**config.mk**
```make
export PLATFORM = sky130hd
export DESIGN_NAME = multicycle_control_fsm_flat
export DESIGN_NICKNAME = d
export VERILOG_FILES = /design/src/rtl/multicycle_control_fsm_if.sv /design/src/rtl/multicycle_control_fsm.sv /design/src/flat_wrapper.sv
export SDC_FILE = /design/constraint.sdc
export NUM_CORES = 1
export LEC_CHECK = 0
export CAP_MARGIN = 20
export CORE_ASPECT_RATIO = 1.5
export CORE_MARGIN = 1.5
export CORE_UTILIZATION = 46
export DETAILED_ROUTE_END_ITERATION = 10
export PLACE_DENSITY = 0.88
export SLEW_MARGIN = 20
export SYNTH_ARGS = -nofsm -noshare
export SYNTH_HDL_FRONTEND = slang
export SYNTH_SLANG_ARGS = --single-unit
```
**constraint.sdc**
```tcl
create_clock -name clk -period 3.9 [get_ports clk]
set_clock_uncertainty 0.2 [all_clocks]
set_input_delay 0.78 -clock clk [delete_from_list [all_inputs] [get_ports clk]]
set_output_delay 0.78 -clock clk [all_outputs]
set_load 0.01 [all_outputs]
```
**src/rtl/multicycle_control_fsm_if.sv**
```systemverilog
// Control bundle between the multi-cycle sequencer and the 16-bit RISC datapath.
// The master side is the sequencer; the slave side is the datapath/memory.
interface multicycle_control_fsm_if #(
  parameter int CNT_W = 16
);
  logic [15:0]      instr;
  logic             mem_ready;
  logic             zero;
  logic [1:0]       ALU_sel;
  logic             ir_load;
  logic             pc_inc;
  logic             pc_load;
  logic             mem_rd;
  logic             mem_wr;
  logic             addr_sel;
  logic             reg_wr;
  logic             wb_sel;
  logic             halted;
  logic [CNT_W-1:0] retired;
  logic [2:0]       state;

  modport master (
    input  instr, mem_ready, zero,
    output ALU_sel, ir_load, pc_inc, pc_load, mem_rd, mem_wr,
           addr_sel, reg_wr, wb_sel, halted, retired, state
  );

  modport slave (
    output instr, mem_ready, zero,
    input  ALU_sel, ir_load, pc_inc, pc_load, mem_rd, mem_wr,
           addr_sel, reg_wr, wb_sel, halted, retired, state
  );
endinterface

```
**src/rtl/multicycle_control_fsm.sv**
```systemverilog
// Multi-cycle control unit: FETCH/DECODE/EXEC/MEM/WB sequencing, strobe decode
// and a wrapping retired-instruction counter. Only state and retired are stored.
module multicycle_control_fsm #(
  parameter int CNT_W = 16
) (
  input  logic                   clk,
  input  logic                   rst_n,
  multicycle_control_fsm_if.master bus
);

  typedef enum logic [2:0] {
    S_IDLE   = 3'd0,
    S_FETCH  = 3'd1,
    S_DECODE = 3'd2,
    S_EXEC   = 3'd3,
    S_MEM    = 3'd4,
    S_WB     = 3'd5,
    S_HALT   = 3'd6
  } state_t;

  localparam logic [2:0] OP_RALU  = 3'b000;
  localparam logic [2:0] OP_IALU  = 3'b001;
  localparam logic [2:0] OP_LOAD  = 3'b010;
  localparam logic [2:0] OP_STORE = 3'b011;
  localparam logic [2:0] OP_BEQZ  = 3'b100;
  localparam logic [2:0] OP_JUMP  = 3'b101;
  localparam logic [2:0] OP_NOP   = 3'b110;
  localparam logic [2:0] OP_HALT  = 3'b111;

  localparam logic [1:0] ALU_ADD  = 2'b00;
  localparam logic [1:0] ALU_RFN  = 2'b01;
  localparam logic [1:0] ALU_IFN  = 2'b10;

  state_t           state_reg, state_next;
  logic [CNT_W-1:0] retired_reg;
  logic             retire;
  logic [2:0]       opcode;

  logic [1:0] alu_sel_next;
  logic       ir_load_next, pc_inc_next, pc_load_next;
  logic       mem_rd_next, mem_wr_next, addr_sel_next;
  logic       reg_wr_next, wb_sel_next, halted_next;

  assign opcode = bus.instr[15:13];

  // Function fields are decoded by the ALU decoder, not here.
  logic unused_instr_bits;
  assign unused_instr_bits = ^bus.instr[12:0];

  always_ff @(posedge clk or negedge rst_n) begin
    if (!rst_n) begin
      state_reg   <= S_IDLE;
      retired_reg <= '0;
    end else begin
      state_reg <= state_next;
      if (retire) begin
        retired_reg <= retired_reg + 1'b1;
      end
    end
  end

  always_comb begin
    state_next    = state_reg;
    retire        = 1'b0;
    alu_sel_next  = ALU_ADD;
    ir_load_next  = 1'b0;
    pc_inc_next   = 1'b0;
    pc_load_next  = 1'b0;
    mem_rd_next   = 1'b0;
    mem_wr_next   = 1'b0;
    addr_sel_next = 1'b0;
    reg_wr_next   = 1'b0;
    wb_sel_next   = 1'b0;
    halted_next   = 1'b0;

    case (state_reg)
      S_IDLE: state_next = S_FETCH;

      S_FETCH: begin
        mem_rd_next = 1'b1;
        if (bus.mem_ready) begin
          ir_load_next = 1'b1;
          pc_inc_next  = 1'b1;
          state_next   = S_DECODE;
        end
      end

      S_DECODE: begin
        case (opcode)
          OP_JUMP: begin
            pc_load_next = 1'b1;
            retire       = 1'b1;
            state_next   = S_FETCH;
          end
          OP_NOP: begin
            retire     = 1'b1;
            state_next = S_FETCH;
          end
          OP_HALT: state_next = S_HALT;
          default: state_next = S_EXEC;
        endcase
      end

      S_EXEC: begin
        case (opcode)
          OP_RALU: begin
            alu_sel_next = ALU_RFN;
            state_next   = S_WB;
          end
          OP_IALU: begin
            alu_sel_next = ALU_IFN;
            state_next   = S_WB;
          end
          OP_LOAD, OP_STORE: state_next = S_MEM;
          OP_BEQZ: begin
            pc_load_next = bus.zero;
            retire       = 1'b1;
            state_next   = S_FETCH;
          end
          // Only reachable if instr changes under us; abandon without retiring.
          default: state_next = S_FETCH;
        endcase
      end

      S_MEM: begin
        addr_sel_next = 1'b1;
        mem_rd_next   = (opcode == OP_LOAD);
        mem_wr_next   = (opcode == OP_STORE);
        if (opcode != OP_LOAD && opcode != OP_STORE) begin
          state_next = S_FETCH;
        end else if (bus.mem_ready) begin
          if (opcode == OP_LOAD) begin
            state_next = S_WB;
          end else begin
            retire     = 1'b1;
            state_next = S_FETCH;
          end
        end
      end

      S_WB: begin
        // Hold the EXEC select so the written-back result stays stable.
        case (opcode)
          OP_RALU: alu_sel_next = ALU_RFN;
          OP_IALU: alu_sel_next = ALU_IFN;
          default: alu_sel_next = ALU_ADD;
        endcase
        reg_wr_next = 1'b1;
        wb_sel_next = (opcode == OP_LOAD);
        retire      = 1'b1;
        state_next  = S_FETCH;
      end

      S_HALT: halted_next = 1'b1;

      default: state_next = S_IDLE;
    endcase
  end

  assign bus.ALU_sel  = alu_sel_next;
  assign bus.ir_load  = ir_load_next;
  assign bus.pc_inc   = pc_inc_next;
  assign bus.pc_load  = pc_load_next;
  assign bus.mem_rd   = mem_rd_next;
  assign bus.mem_wr   = mem_wr_next;
  assign bus.addr_sel = addr_sel_next;
  assign bus.reg_wr   = reg_wr_next;
  assign bus.wb_sel   = wb_sel_next;
  assign bus.halted   = halted_next;
  assign bus.retired  = retired_reg;
  assign bus.state    = state_reg;

endmodule

```
**src/flat_wrapper.sv**
```systemverilog
// flat-port wrapper written by rule: the top's interface ports become plain ports
module multicycle_control_fsm_flat 
#(
  parameter int CNT_W = 16
)
  (clk, rst_n, bus_instr, bus_mem_ready, bus_zero, bus_ALU_sel, bus_ir_load, bus_pc_inc, bus_pc_load, bus_mem_rd, bus_mem_wr, bus_addr_sel, bus_reg_wr, bus_wb_sel, bus_halted, bus_retired, bus_state);
  multicycle_control_fsm_if #(.CNT_W(CNT_W)) bus_i ();
  input  logic clk;
  input  logic rst_n;
  input wire logic [$bits(bus_i.instr)-1:0] bus_instr;
  input wire logic [$bits(bus_i.mem_ready)-1:0] bus_mem_ready;
  input wire logic [$bits(bus_i.zero)-1:0] bus_zero;
  output wire logic [$bits(bus_i.ALU_sel)-1:0] bus_ALU_sel;
  output wire logic [$bits(bus_i.ir_load)-1:0] bus_ir_load;
  output wire logic [$bits(bus_i.pc_inc)-1:0] bus_pc_inc;
  output wire logic [$bits(bus_i.pc_load)-1:0] bus_pc_load;
  output wire logic [$bits(bus_i.mem_rd)-1:0] bus_mem_rd;
  output wire logic [$bits(bus_i.mem_wr)-1:0] bus_mem_wr;
  output wire logic [$bits(bus_i.addr_sel)-1:0] bus_addr_sel;
  output wire logic [$bits(bus_i.reg_wr)-1:0] bus_reg_wr;
  output wire logic [$bits(bus_i.wb_sel)-1:0] bus_wb_sel;
  output wire logic [$bits(bus_i.halted)-1:0] bus_halted;
  output wire logic [$bits(bus_i.retired)-1:0] bus_retired;
  output wire logic [$bits(bus_i.state)-1:0] bus_state;
  assign bus_i.instr = bus_instr;
  assign bus_i.mem_ready = bus_mem_ready;
  assign bus_i.zero = bus_zero;
  assign bus_ALU_sel = bus_i.ALU_sel;
  assign bus_ir_load = bus_i.ir_load;
  assign bus_pc_inc = bus_i.pc_inc;
  assign bus_pc_load = bus_i.pc_load;
  assign bus_mem_rd = bus_i.mem_rd;
  assign bus_mem_wr = bus_i.mem_wr;
  assign bus_addr_sel = bus_i.addr_sel;
  assign bus_reg_wr = bus_i.reg_wr;
  assign bus_wb_sel = bus_i.wb_sel;
  assign bus_halted = bus_i.halted;
  assign bus_retired = bus_i.retired;
  assign bus_state = bus_i.state;
  multicycle_control_fsm #(.CNT_W(CNT_W)) u_core (.clk(clk), .rst_n(rst_n), .bus(bus_i));
endmodule
```
==> impl_metrics.tcl <==
set metrics [dict create \
    outcome "completed" \
    cts_resized 0 \
    power_density_nw_per_um2 476 \
    drt_iter0_drc 16 \
    synth_compound_area_frac 0.170 \
    gp_congestion 0.804 \
    placed_cell_area_um2 1590 \
    synthArstFlopShare 1.00 \
    whs_ps 274 \
    synthAdderAreaFrac 0.0101 \
    routed_wl_um 2780 \
    ys_ff_latch 19 \
    required_ps 2920 \
    max_slew_margin 0.441 \
    syn_to_final_growth_pct 30.4 \
    largest_register_ffs 16 \
    synth_nets 140 \
    die_h_um 66.5 \
    min_period_over_period 0.904 \
    final_common_cell "clkdlybuf4s50_1" \
    grt_pass1_vias 1052 \
    worstPathMaxFanout 7 \
    ir_worst_vdd_mv 0.355 \
    nets 174 \
    yosysUniqueCellTypes 40 \
    synth_edf_count 0 \
    drive_above_1_share 0.0987 \
    wl_per_cell_um 14.8 \
    grt_overflow_total 0 \
    cts_setup_buffers 0 \
    clock_path_buffers 2 \
    yosysWarnings 0 \
    core-area_um2 2500 \
    synth_xor_area_frac 0.127 \
    ys_seq_area_frac 0.384 \
    drc 0 \
    via_count 1069 \
    setup_viol_count_final 0 \
    grt_pass1_wl_um 4590 \
    netlist.area_leader.share 0.384 \
    synth_area_leaders "dfrtp_1 38%, xor2_1 11%, a21oi_1 3.6%" \
    root_buffer "clkbuf_4" \
    fmax_ghz 0.284 \
    avgSynthCellArea_um2 10.4 \
    grtUsageTotal 0.202 \
    setup_tns_ps 0 \
    cts_hold_buf 0 \
    synth_top_family_by_area "simple AND/OR/NAND/NOR gates" \
    syn_inst 119 \
    dpl.hpwl_um 2000 \
    max_cap_viol_count 0 \
    min_period_ps 3530 \
    synth-simple-area-share 0.228 \
    portBuffers 36 \
    io_pins 50 \
    layout_common_cells "36 x clkdlybuf4s50_1, 19 x dfrtp_1, 16 x xor2_1, 9 x a21oi_1, 7 x nand3_1" \
    dieArea_um2 3020 \
    start_kind "input pin" \
    worst_slack_ps 374 \
    p_leak_uw 0.000691 \
    synth_area_leader_cell "dfrtp_1" \
    worst_pin_slew_ps 836 \
    design_area_um2 1610 \
    antenna_found_initial 0 \
    hp-class "flop to flop" \
    hold_violations 0 \
    viasPerCell 5.69 \
    cts_tree "built" \
    die_x_um 45.4 \
    path_clk_slew_ps 100 \
    muxShareOfSynthArea 0.0182 \
    nFillCells 220 \
    drtAntennaViolNets 0 \
    grt_max_degree 20 \
    diodes 0 \
    htreeDepth 1 \
    dr.pass1.iters 4 \
    clock_latency_ps 300 \
    synthFlopType "dfrtp_1" \
    final-max-slew-violation-count 0 \
    place_ws_ps 377 \
    numCtsBuffers 3 \
    cts.sinks 19 \
    syn_area_um2 1240 \
    rsz0062_at_grt "no" \
    worstSetupPathType "input pin to output pin" \
    cp-end-kind "output pin" \
    register_area_um2 475 \
    cp.arrival_ps 2550 \
    multi_input_area_um2 684 \
    fp-row-count 22 \
    initial_utilization 0.494 \
]
-- logic make-up (layout without fill, tap and decap cells) --
| logic type | after synthesis | count (layout) |
|---|---|---|
| fa+ha+maj | 1 | 1 |
| xor+xnor | 18 | 18 |
| compound gates | 25 | 25 |
| mux | 2 | 2 |
| buf+inv | 11 | 44 |
| flops | 19 | 19 |
| simple gates | 43 | 43 |
-- worst max-delay path, stage by stage --
cell and delay [ps]:
clkdlybuf4s50_1 510, and2b_1 350, nor2b_1 190, a21oi_1 90, nor2_1 90, clkdlybuf4s50_1 540
-- routing by layer --
layer  routed length (um)  up-vias  global-route usage  share of wire
met1                 1150      531               0.221           0.41
met5                    0        -                   0              0
li1                     -      491                   -              -
met4                   59        0              0.0919          0.021
met3                  152        7              0.0434          0.055
met2                 1430       40               0.357           0.51
-- power breakdown --
group / total [uW] / internal [uW] / switching (uW)
combinational: 347 / 190 / 158
clock: 99.5 / 39.9 / 59.6
sequential: 321 / 232 / 89.0
total: 768 / 461 / 306
-- worst paths after layout --
kind | end | cells after the start | slack (ps) | from
setup / recovery | bus_mem_rd | 6 | 370 | bus_instr[15]
hold / removal | u_core.bus.retired[15] | 1 | 270 | u_core.bus.retired[15]
setup reg to reg | u_core.bus.retired[1] | 4 | 1750 | u_core.bus.state[1]
hold reg to reg | u_core.bus.retired[15] | 1 | 270 | u_core.bus.retired[15]
max in group asynchronous | u_core.bus.retired[0] | 1 | 2240 | rst_n
min in group asynchronous | u_core.bus.retired[12] | 1 | 750 | rst_n
-- synth_stat cells, types with 2 or more instances --
| library cell | count |
|---|---|
| a211oi_1 | 4 |
| a211oi_2 | 3 |
| nand2_1 | 5 |
| xor2_1 | 16 |
| dfrtp_1 | 19 |
| nand4_1 | 4 |
| nor2_1 | 3 |
| xnor2_1 | 2 |
| nor4b_1 | 2 |
| and4_1 | 3 |
| and3_1 | 2 |
| buf_2 | 2 |
| inv_1 | 2 |
| and2_1 | 2 |
| nor3b_1 | 3 |
| buf_4 | 3 |
| nor2b_1 | 3 |
| buf_6 | 3 |
| a21oi_1 | 9 |
| o21ai_0 | 2 |
| mux2_2 | 2 |
| nand3_1 | 7 |
-- metrics by stage --
step                power, uW  cells   util
finish                    768    188  0.644
global route              816    188  0.644
floorplan                 532    119      -
detailed placement        669    184  0.634
global placement          657    184  0.634
CTS                       769    188  0.644
-- cell type report --
class | instances | area share
tap | 36 | 0.0279
timing repair buffer | 38 | 0.233
multi-input combinational | 89 | 0.424
sequential | 19 | 0.295
clock buffer | 4 | 0.0163
inverter | 2 | 0.00465
No activity file was read; power rests on OpenSTA's default activity.
